**src/rtl/sparc_exu_thr_reqbuf.sv**
```systemverilog
// Per-thread request buffer feeding a shared multi-cycle EXU unit.
// Holds one request per thread, asks an external round-robin scheduler for a grant, and keeps one op in flight.
module sparc_exu_thr_reqbuf #(
    parameter int unsigned DW = 64
) (
    input  logic            clk,
    input  logic            arst_l,
    input  logic [3:0]      thr_req_vld,
    input  logic [4*DW-1:0] thr_req_data,
    output logic [3:0]      thr_req_rdy,
    input  logic [3:0]      thr_flush,
    output logic [3:0]      req_vec,
    input  logic [3:0]      grant_vec,
    output logic            advance,
    output logic            unit_vld,
    output logic [1:0]      unit_tid,
    output logic [DW-1:0]   unit_data,
    input  logic            unit_rdy,
    input  logic            unit_done,
    output logic [3:0]      thr_done
);

    typedef enum logic [1:0] {StIdle, StIssue, StBusy} state_e;

    state_e          state_q;
    logic [1:0]      sel_tid_q;
    logic [3:0]      vld_q, vld_d;
    logic [3:0]      thr_done_q;
    logic [DW-1:0]   pay_q [4];
    logic [DW-1:0]   data_q;

    logic [3:0]      post;
    logic [3:0]      hit;
    logic [1:0]      hit_tid;
    logic [3:0]      sel_oh;
    logic [3:0]      committed;

    assign thr_req_rdy = ~vld_q;
    assign post        = thr_req_vld & ~vld_q;
    assign req_vec     = (state_q == StIdle) ? (vld_q & ~thr_flush) : 4'b0000;
    // Masking with req_vec drops the scheduler's default grant[0] when nothing is requested.
    assign hit         = grant_vec & req_vec;
    assign advance     = |hit;
    assign unit_vld    = (state_q == StIssue);
    assign unit_tid    = sel_tid_q;
    assign unit_data   = data_q;
    assign thr_done    = thr_done_q;

    always_comb begin
        hit_tid = 2'd0;
        for (int i = 3; i >= 0; i--) begin
            if (hit[i]) hit_tid = 2'(i);
        end
    end

    always_comb begin
        sel_oh    = 4'b0001 << sel_tid_q;
        // Once selected, the op is committed and the owning entry can no longer be flushed.
        committed = (state_q != StIdle) ? sel_oh : 4'b0000;
        vld_d     = vld_q & ~(thr_flush & ~committed);
        if (state_q == StIssue && unit_rdy) vld_d = vld_d & ~sel_oh;
        vld_d     = vld_d | post;
    end

    always_ff @(posedge clk or negedge arst_l) begin
        if (!arst_l) begin
            state_q    <= StIdle;
            sel_tid_q  <= 2'd0;
            vld_q      <= 4'b0000;
            thr_done_q <= 4'b0000;
        end else begin
            vld_q      <= vld_d;
            thr_done_q <= 4'b0000;
            unique case (state_q)
                StIdle: begin
                    if (advance) begin
                        sel_tid_q <= hit_tid;
                        state_q   <= StIssue;
                    end
                end
                StIssue: begin
                    if (unit_rdy) state_q <= StBusy;
                end
                StBusy: begin
                    if (unit_done) begin
                        thr_done_q <= sel_oh;
                        state_q    <= StIdle;
                    end
                end
                default: state_q <= StIdle;
            endcase
        end
    end

    always_ff @(posedge clk) begin
        for (int i = 0; i < 4; i++) begin
            if (post[i]) pay_q[i] <= thr_req_data[i*DW +: DW];
        end
        if (state_q == StIdle && advance) data_q <= pay_q[hit_tid];
    end

endmodule

```
**config.mk**
```make
export PLATFORM = sky130hd
export DESIGN_NAME = sparc_exu_thr_reqbuf
export DESIGN_NICKNAME = d
export VERILOG_FILES = /design/src/rtl/sparc_exu_thr_reqbuf.sv
export SDC_FILE = /design/constraint.sdc
export NUM_CORES = 1
export LEC_CHECK = 0
export CAP_MARGIN = 5
export CORE_ASPECT_RATIO = 0.6
export CORE_UTILIZATION = 23
export CTS_BUF_LIST = sky130_fd_sc_hd__clkbuf_8
export DETAILED_ROUTE_END_ITERATION = 16
export SYNTH_ARGS = -nofsm -noshare
export SYNTH_HDL_FRONTEND = slang
export SYNTH_SLANG_ARGS = --single-unit
```
**constraint.sdc**
```tcl
create_clock -name clk -period 3.77 [get_ports clk]
set_input_delay 0.5655 -clock clk [delete_from_list [all_inputs] [get_ports clk]]
set_output_delay 0.5655 -clock clk [all_outputs]
set_load 0.02 [all_outputs]
```
==> results <==
- Combinational logic burns between 20% and 30% of the power.
- Yosys printed 0 warnings.
- The data arrival time of the worst path is 2.74 ns.
- The mapped netlist covers 12300 um^2.
- The floorplan step defined a core boundary enclosing 52700 um^2.
- When the netlist entered floorplanning its net count stood at 871.
- The via count of the first global-routing pass came to 7353.
- For this configuration, the core starts out at a cell density of 23.3%.
- The post-synthesis register bit count is about 330.
- The mean instance size in the synthesized netlist is 20.5 um^2.
- The highest fanout seen on the critical path is 8.
- VDD sags by at most 0.314 mV.
- The number of cells on the worst reg-to-reg path is 5.
- The clock network accounts for 26.2% of the total power.
- The number of buffers created by CTS is 52.
- For this run, the total global-route usage over all layers was measured as 11.9%.
- The clock tree from TritonCTS is done.
- In this run the deepest clock path goes through 3 buffers.
- The sequential share of the synthesized area is between 80% and 90%.
- In the final layout, the multi-input gates occupy about 2300 um^2.
- The count of nets left with antenna violations once routing finished came out at 0.
- In this run the cell area measured after placement is 16800 um^2.
- The per-cell via count in the routed design is between 3 and 4.
- The count of endpoints failing setup in the final report is 0.
- The largest net degree at the start of global routing is 66.
- The startpoint of the worst-slack reg-to-reg timing path is state_q[0]$_DFFE_PN0P_.
- The number of vias in the routed layout is 6924.
- In the layout the commonest cells are 351 x sky130_fd_sc_hd__clkdlybuf4s50_1, 320 x sky130_fd_sc_hd__edfxtp_1, 192 x sky130_fd_sc_hd__mux2i_1.
- The area enclosed by the die boundary is 54500 um^2.
- In this run the vertical extent of the chip is ~180 um.
- The switching share of total power is 30.0%.
- The post-layout instance area is 17800 um^2.
- For this run, the top clock speed supported by timing is 303 MHz.
- Relative to the synthesized area, the layout overhead comes to 44.9%.
- The cell at the root of the clock tree is sky130_fd_sc_hd__clkbuf_8.
- The endpoint type of the worst setup path is an output port.
- The library cell used most frequently in the layout, excluding fill and tap cells, is sky130_fd_sc_hd__clkdlybuf4s50_1.
- The worst setup path startpoint is state_q[0]$_DFFE_PN0P_.
- The combined flip-flop and latch cell area is a little under 10000 um^2.
- The die width is 301 um.
- The post-route setup TNS is 0 ns.
- The clock-pin transition on the worst setup and hold timing paths is about 0.06 ns.
- The number of filler cells placed in the layout is 5060.
- For this block, the routed nets add up to 33.0 mm of wire.
- The leftover overflow at the end of global routing is 0.
- The areal power density over the cells is between 600 and 700 nW/um^2.
- The number of antenna violations at the first check in global routing is 2.
- The average detailed-routed wire length per instance is 19.0 um.
- The first detailed-routing pass ran for 6 iterations.
- The distinct cell type count after synthesis is 27.
- Buffers inserted to repair hold after CTS numbered 0.
- Summed over all cells, the static leakage comes to 7.14 nW.
- The number of hold violations in the final report is 0.
- Setup repair after global routing left no endpoint under its margin.
- The detailed placement HPWL is about 22 mm.
- The final worst clock skew is between 0.015 and 0.02 ns.
- After technology mapping, the gate count stands at 599.
- Of the total power, registers draw 46.8%.
- The clock latency reported for the late side of the worst-skew pair is 0.59 ns.
- The power dissipated by switching net loads is 3.40 mW.
- The number of pins with negative max-slew slack in the final report was 0.
- Of the cells placed in the final design, the portion with a size suffix greater than 1 is 9.46%.
- CTS saw around 330 sinks.
- The flow ran to the end, and the final reports show no timing, DRC or antenna violations.
- The DRC violations left is 0.
- The type of the worst setup path is reg -> out.
- Cell internal power was estimated by the tool at 7.95 mW.
- The count of buffers from port buffering is 351.
- In this run the tightest slew margin relative to its limit is 50.6%.
- The actual transition at the worst max-transition pin is 0.740 ns.
- The routability congestion estimate is 0.783.
- In this run the count of I/O pins placed on the die edge is 352.
- The tightest min-delay check is of the in -> async type.
- The number of levels the H-tree was split into is 2.
- The count of max-cap constraint violations is 0.
- The first global-routing pass estimated 47.5 mm of wire.
- Subtracting the final worst setup slack from the clock period gives 3.30 ns.
- The total number of nets in the final design is 1269.
- STA classifies the critical path startpoint as a flop.
- Once the clock tree was built, the setup fixing pass inserted 0 buffers.
- The final worst-path cycle share is 87.6%.
- The data required time of the worst path is 3.20 ns.
- The row count is 65.
- Gates resized during post-CTS repair numbered 0.
- After the first detailed-routing iteration, the DRC count stood at around 280.
[routing by layer]
metal | wire, um | vias to the layer above | global-route usage, %
met4 | 586 | 2 | 2.82
met2 | 15600 | 229 | 19.3
li1 | - | 3180 | -
met1 | 14100 | 3459 | 15.1
met5 | 13 | - | 0
met3 | 2690 | 54 | 4.16
[synth_stat cells (all sizes together)]
master / n / area share, %
edfxtp: 320 / 78
mux2i: 192 / 16
buf: 21 / 1.2
dfrtp: 12 / 2.4
inv: 8 / 0.24
nand2: 6 / 0.18
o21ai: 6 / 0.24
nand3: 5 / 0.20
nor2b: 5 / 0.25
a31o: 4 / 0.28
nor2: 4 / 0.12
nor4b: 3 / 0.26
and2: 2 / 0.10
nand2b: 2 / 0.10
a211oi: 1 / 0.10
a21oi: 1 / 0.041
a22oi: 1 / 0.061
nand3b: 1 / 0.061
nor3: 1 / 0.041
nor3b: 1 / 0.061
o31ai: 1 / 0.061
or2: 1 / 0.051
or4b: 1 / 0.11
[registers in the layout (all words and copies together) (netlist names)]
name,count
thr_done,4
unit_tid,2
unit_data,64
state_q,2
pay_q,256
vld_q,4
[final timing paths]
kind,end,slack (ns)
setup / recovery,advance,0.47
min in group clk,pay_q[0][26]$_DFFE_PP_,0.52
setup reg to reg,unit_data[7]$_DFFE_PP_,1.01
hold reg to reg,unit_data[18]$_DFFE_PP_,0.61
hold / removal,thr_done[2]$_DFF_PN0_,0.37
max in group asynchronous,vld_q[1]$_DFF_PN0_,3.00
[per-stage QoR]
step	cells	setup WS [ns]	util [%]	total power, mW	hold WS [ns]
3_3_place_gp	1646	0.421	31.9	8.50	0.582
4_1_cts	1739	0.414	33.8	11.6	0.318
2_1_floorplan	599	0.162	-	6.97	0.270
3_5_place_dp	1646	0.450	31.9	8.54	0.595
5_1_grt	1739	0.307	33.8	11.9	0.357
6_report	1740	0.469	33.8	11.3	0.365
[power by group through the flow]
stage / clock network, mW / registers, mW / logic, mW
floorplan: 0 / 5.69 / 1.28
global placement: 0 / 5.38 / 3.12
detailed placement: 0 / 5.40 / 3.14
CTS: 3.11 / 5.32 / 3.15
global route: 3.26 / 5.38 / 3.28
finish: 2.97 / 5.31 / 3.06
[cell families after synthesis]
| group | synth area share [%] |
|---|---|
| DFF | 80.5 |
| and+or+nand+nor | 1.56 |
| muxes | 15.6 |
| AOI/OAI and AO/OA | 0.793 |
| buffers and inverters | 1.48 |
[cell type report]
| type | instances | share of cell area [%] |
|---|---|---|
| antenna | 1 | 0.0140 |
| clock buffer | 54 | 4.17 |
| clock inverter | 39 | 1.39 |
| inverter | 8 | 0.168 |
| multi-input combinational | 238 | 12.7 |
| sequential | 332 | 55.6 |
| tap | 703 | 4.94 |
| timing repair buffer | 365 | 21.0 |
[critical path: stages, from the launching register on]
cell and delay, ns:
sky130_fd_sc_hd__dfrtp_1 0.47, sky130_fd_sc_hd__nor4b_1 0.53, sky130_fd_sc_hd__a21oi_1 0.30, sky130_fd_sc_hd__nand2_1 0.21
sky130_fd_sc_hd__clkdlybuf4s50_1 0.63
(Power assumes the default switching activity.)
